==> config.mk <==
export PLATFORM = sky130hd
export DESIGN_NAME = nfc_status_uart
export DESIGN_NICKNAME = d
export VERILOG_FILES = /design/src/rtl/nfc_status_uart.sv
export SDC_FILE = /design/constraint.sdc
export NUM_CORES = 1
export LEC_CHECK = 0
export BUFFER_PORTS_ARGS = -buffer_cell sky130_fd_sc_hd__buf_4
export CAP_MARGIN = 5
export CELL_PAD_IN_SITES_DETAIL_PLACEMENT = 1
export CELL_PAD_IN_SITES_GLOBAL_PLACEMENT = 2
export CORE_MARGIN = 4
export CORE_UTILIZATION = 44
export CTS_BUF_LIST = sky130_fd_sc_hd__clkbuf_16
export DETAILED_ROUTE_END_ITERATION = 10
export GPL_TIMING_DRIVEN = 0
export PLACE_DENSITY = 0.87
export SLEW_MARGIN = 20
export SYNTH_ARGS = -nofsm -noshare
export SYNTH_HDL_FRONTEND = slang
export SYNTH_SLANG_ARGS = --single-unit
==> constraint.sdc <==
create_clock -name clk -period 3.3 [get_ports clk]
set_clock_uncertainty 0.15 [all_clocks]
set_input_delay 0.165 -clock clk [delete_from_list [all_inputs] [get_ports clk]]
set_output_delay 0.165 -clock clk [all_outputs]
set_load 0.01 [all_outputs]
==> src/rtl/nfc_status_uart.sv <==
// nfc_status_uart: turns detector status changes into 2-byte records and sends them as 8N1 UART
module nfc_status_uart #(
  parameter int CLK_HZ     = 32_000_000,
  parameter int BAUD       = 115_200,
  parameter int FIFO_DEPTH = 16
) (
  input  logic       clk,
  input  logic       rst,
  input  logic [7:0] dbg_state,
  input  logic       busy,
  input  logic       hard_fault,
  input  logic       unlock,
  output logic       uart_txd,
  output logic [7:0] dbg_prev_state,
  output logic [7:0] drop_count,
  output logic       overflow
);
  localparam int BIT_DIV = CLK_HZ / BAUD;
  localparam int AW = $clog2(FIFO_DEPTH);
  localparam int TW = $clog2(BIT_DIV);
  typedef enum logic [1:0] {IDLE, START, DATA, STOP} st_t;
  st_t st, st_d;
  logic [7:0] mem [FIFO_DEPTH];
  logic [AW-1:0] wp, rp;
  logic [AW:0] cnt;
  logic [7:0] state_q, sh, sh_d;
  logic fault_q, unlock_q, trig, push, pop, tick, txd_d;
  logic [TW-1:0] tmr, tmr_d;
  logic [2:0] idx, idx_d;
  assign trig = (dbg_state != state_q) | (hard_fault & ~fault_q) | (unlock != unlock_q);
  // occupancy at cycle start decides; a same-cycle pop does not make room
  assign push = trig && (cnt <= (AW+1)'(FIFO_DEPTH - 2));
  assign tick = tmr == TW'(BIT_DIV - 1);
  always_ff @(posedge clk) begin
    if (push) begin
      mem[wp] <= {4'hA, overflow, hard_fault, unlock, busy};
      mem[wp + AW'(1)] <= dbg_state;
    end
  end
  always_ff @(posedge clk) begin
    if (rst) begin
      state_q <= '0;
      fault_q <= 1'b0;
      unlock_q <= 1'b0;
      wp <= '0;
      rp <= '0;
      cnt <= '0;
      drop_count <= '0;
      overflow <= 1'b0;
      dbg_prev_state <= '0;
      st <= IDLE;
      tmr <= '0;
      idx <= '0;
      sh <= '0;
      uart_txd <= 1'b1;
    end else begin
      state_q <= dbg_state;
      fault_q <= hard_fault;
      unlock_q <= unlock;
      wp <= push ? wp + AW'(2) : wp;
      rp <= pop ? rp + AW'(1) : rp;
      cnt <= cnt + (AW+1)'({push, 1'b0}) - (AW+1)'(pop);
      if (trig && !push) begin
        overflow <= 1'b1;
        drop_count <= (drop_count == 8'hFF) ? drop_count : drop_count + 8'd1;
      end
      if (!hard_fault) dbg_prev_state <= dbg_state;
      st <= st_d;
      tmr <= tmr_d;
      idx <= idx_d;
      sh <= sh_d;
      uart_txd <= txd_d;
    end
  end
  always_comb begin
    st_d = st;
    tmr_d = (st == IDLE || tick) ? '0 : tmr + TW'(1);
    idx_d = idx;
    sh_d = sh;
    pop = 1'b0;
    case (st)
      IDLE: if (cnt != '0) begin
        pop = 1'b1;
        sh_d = mem[rp];
        st_d = START;
      end
      START: if (tick) begin
        st_d = DATA;
        idx_d = '0;
      end
      DATA: if (tick) begin
        sh_d = sh >> 1;
        idx_d = idx + 3'd1;
        st_d = (idx == 3'd7) ? STOP : DATA;
      end
      default: st_d = tick ? IDLE : STOP;
    endcase
    // line is registered from the next state so the start bit appears with the state change
    txd_d = (st_d == START) ? 1'b0 : (st_d == DATA) ? sh_d[0] : 1'b1;
  end
endmodule

==> impl_metrics.tcl <==
set metrics [dict create \
    outcome "finished, final reports clean" \
    r2r_cells 11 \
    final_util_pct 54.2 \
    clk_latency_ns 0.43 \
    ys_seq_elements 162 \
    arrival_ns 3.24 \
    relSlewSlack_pct 56.3 \
    coreArea_um2 14600 \
    r2r-start "state_q[3]" \
    synthDistinctLibCells 56 \
    slowest_stage "dlygate4sd3_1" \
    yosys-top-cells-area "edfxtp_1, dfxtp_1, mux4_2" \
    syn_inst 485 \
    diodes 0 \
    setup_viol 0 \
    p_leak_nw 2.88 \
    hpwl_mm 11.2 \
    synth_top_area_share_pct 43.3 \
    irDropWorstVdd_mv 0.408 \
    numCtsBuffers 17 \
    chipWidth_um 131 \
    wl_mm 16.5 \
    seq_power_share_pct 44.2 \
    die_h_um 131 \
    tightest_slew_ns 0.655 \
    first_iter_violations 243 \
    maxSlewViolCount 0 \
    p_per_area_nw_per_um2 781 \
    finalPower_mw 6.20 \
    crit_start "dbg_state[2]" \
    io_buffers 30 \
    highest_layer "met4" \
    cts-root-buf "clkbuf_16" \
    end_kind "flip-flop" \
    wl_per_cell_um 21.8 \
    grt_pass1_wl_mm 26.0 \
    syn-cell-area_um2 6650 \
    drive_gt1_share_pct 22.7 \
    rsz0062_at_grt "no" \
    antenna_found_initial 0 \
    globalRouteTotalUtil_pct 20.7 \
    critPathKind "in -> reg" \
    endpoint "cnt[3]" \
    power_switching_mw 1.97 \
    yosysSeqAreaShare_pct 63.2 \
    dieArea_um2 17100 \
    nets 589 \
    initial_utilization_pct 45.4 \
    cts_setup_buffers 0 \
    syn_to_final_growth_pct 19.4 \
    path_clk_slew_ns 0.06 \
    dr.pass1.iters 4 \
    cpPeakStageDelay_ns 0.54 \
    routabilityCongestion 0.794 \
    worst-path-stages 13 \
    power_frac_clock_pct 29.8 \
    grt_max_degree 17 \
    hold_viol_final 0 \
    synth_edf_count 96 \
    grt_overflow 0 \
    fillers 1461 \
    crit_family "buffers and inverters" \
    crit_chain "dlygate4sd3_1 -> buf_4 -> xor2_1 -> a2111oi_4 -> a31o_2 -> buf_6 -> ha_1 -> inv_1 -> ha_1 -> inv_1 -> fa_1 -> xnor2_1 -> nor2_1" \
    fmax_mhz 323 \
    drv_cap 0 \
    via_per_inst 5.62 \
    pwr-share-comb_pct 26.1 \
    reg2reg_to "cnt[3]" \
    worstPathRequired_ns 3.44 \
    wl_met3_um 704 \
    layout_common_cells "edfxtp_1, dfxtp_1, nor2_1, buf_4, nand2_1" \
    finalCritPeriodShare_pct 93.8 \
    grt_pass1_vias 4611 \
    cts.sinks 162 \
    num_vias 4252 \
    ys.flop_type "edfxtp_1" \
    synth-async-reset-ratio_pct 0 \
    synth_warnings 0 \
    hold_class "reg -> reg" \
    regToRegSetupSlack_ns 0.26 \
    cts_buffer_depth 2 \
    wl_met1_mm 6.75 \
    syn-num-nets 514 \
    critPathLaunchType "primary input" \
    switching_share_pct 31.7 \
    htreeDepth 4 \
    cts_tree "yes" \
    synth_area_per_cell_um2 13.7 \
    ant_nets 0 \
    fin_crit_ns 3.10 \
    rows 44 \
    wl_met2_mm 8.84 \
    drc 0 \
    crit_fanout 11 \
    internal_power_mw 4.23 \
    crit_buf_inv 5 \
    pin_count 31 \
    final_common_cell "edfxtp_1" \
    yosysTopAreaCell "edfxtp_1" \
]
-- stage by stage --
stage	hold WS (ns)	instances	setup slack, ns	TNS (ns)	instance area [µm²]
detailed placement	0.275	713	0.0773	0	7250
floorplan	0.114	485	0.343	0	6650
finish	0.354	757	0.205	0	7940
global route	0.390	757	0.0469	0	7940
global placement	0.271	699	-0.830	-52.25	7110
CTS	0.353	757	0.0158	0	7920
-- per-layer routing --
| layer | track usage [%] | vias to the layer above |
|---|---|---|
| met1 | 26.1 | 2178 |
| met5 | 0 | - |
| met4 | 6.96 | 0 |
| li1 | - | 1952 |
| met3 | 3.86 | 17 |
| met2 | 36.1 | 105 |
-- cells in the mapped netlist (all sizes together) (2+ instances only) --
master,instances
nor4,8
mux2,2
mux2i,13
clkbuf,8
and4bb,2
mux4,22
nand4,6
inv,20
a22oi,4
o21ai,14
nor2,42
buf,13
nand2,29
and3,4
ha,15
or3,6
a21oi,20
nor3b,5
dfxtp,66
o31ai,2
nor3,5
xnor2,4
nand2b,2
nand3,15
a31oi,4
a221oi,4
and2,5
xor2,19
nor2b,16
edfxtp,96
-- kinds of logic (layout without fill, tap and decap cells) --
logic type	count (synthesis)	in the layout	share of synthesized area (%)
and+or+nand+nor	150	150	11.9
adders and majority gates	16	16	3.12
muxes	37	37	10.0
DFF	162	162	63.2
xor gates and xnor gates	23	23	3.03
AOI/OAI and AO/OA	56	56	5.66
buffers and inverters	41	129	3.01
-- state kept, by name, indices dropped and copies added, names as in the netlist, named ones only --
signal,count
st,2
unlock_q,1
dbg_prev_state,8
fault_q,1
state_q,8
rp,4
wp,3
idx,3
overflow,1
mem,96
drop_count,8
tmr,9
sh,8
uart_txd,1
cnt,5
-- how the worst min path moves through the flow --
| stage | end | depth (start not counted) | slack [ns] | start |
|---|---|---|---|---|
| CTS | drop_count[1] | 6 | 0.35 | dbg_state[4] |
| global route | idx[2] | 2 | 0.39 | idx[2] |
| global placement | mem[8][0] | 1 | 0.27 | busy |
| finish | idx[2] | 2 | 0.35 | idx[2] |
| detailed placement | mem[8][0] | 1 | 0.28 | busy |
| floorplan | mem[0][0] | 0 | 0.11 | busy |
-- repair_timing --
item | 4_1_cts | 5_1_grt
resized for setup | 0 | 2
setup endpoints to repair | 0 | 3
hold endpoints to repair | 107 | 0
hold buffers | 12 | 0
-- power by group through the flow --
stage	Clock, mW	Sequential [mW]	Combinational (mW)
final	1.84	2.74	1.62
after global routing	1.97	2.77	1.77
after CTS	1.87	2.74	1.62
after detailed placement	0	2.77	1.56
after global placement	0	2.74	1.40
after floorplan	0	2.70	1.05
-- worst reg2reg max path, stage by stage, from the launching register on --
cell and delay (ns):
dfxtp_1 0.32, xor2_1 0.17, nor4_2 0.52, a31o_2 0.31
buf_6 0.19, ha_1 0.25, inv_1 0.06, ha_1 0.17
inv_1 0.07, fa_1 0.41, xnor2_1 0.22, nor2_1 0.06
-- final cells by class --
| class | instances | area [µm²] | share of cell area, % |
|---|---|---|---|
| clock buffers | 18 | 450 | 5.67 |
| flip-flops and latches | 162 | 4200 | 53.0 |
| plain buffers | 21 | 125 | 1.58 |
| repair buffers | 56 | 437 | 5.50 |
| well taps | 184 | 230 | 2.90 |
| multi-input cells | 282 | 2310 | 29.1 |
| clock inverters | 14 | 104 | 1.31 |
| inverters | 20 | 75.1 | 0.946 |
Power figures use the tool's default switching activity.
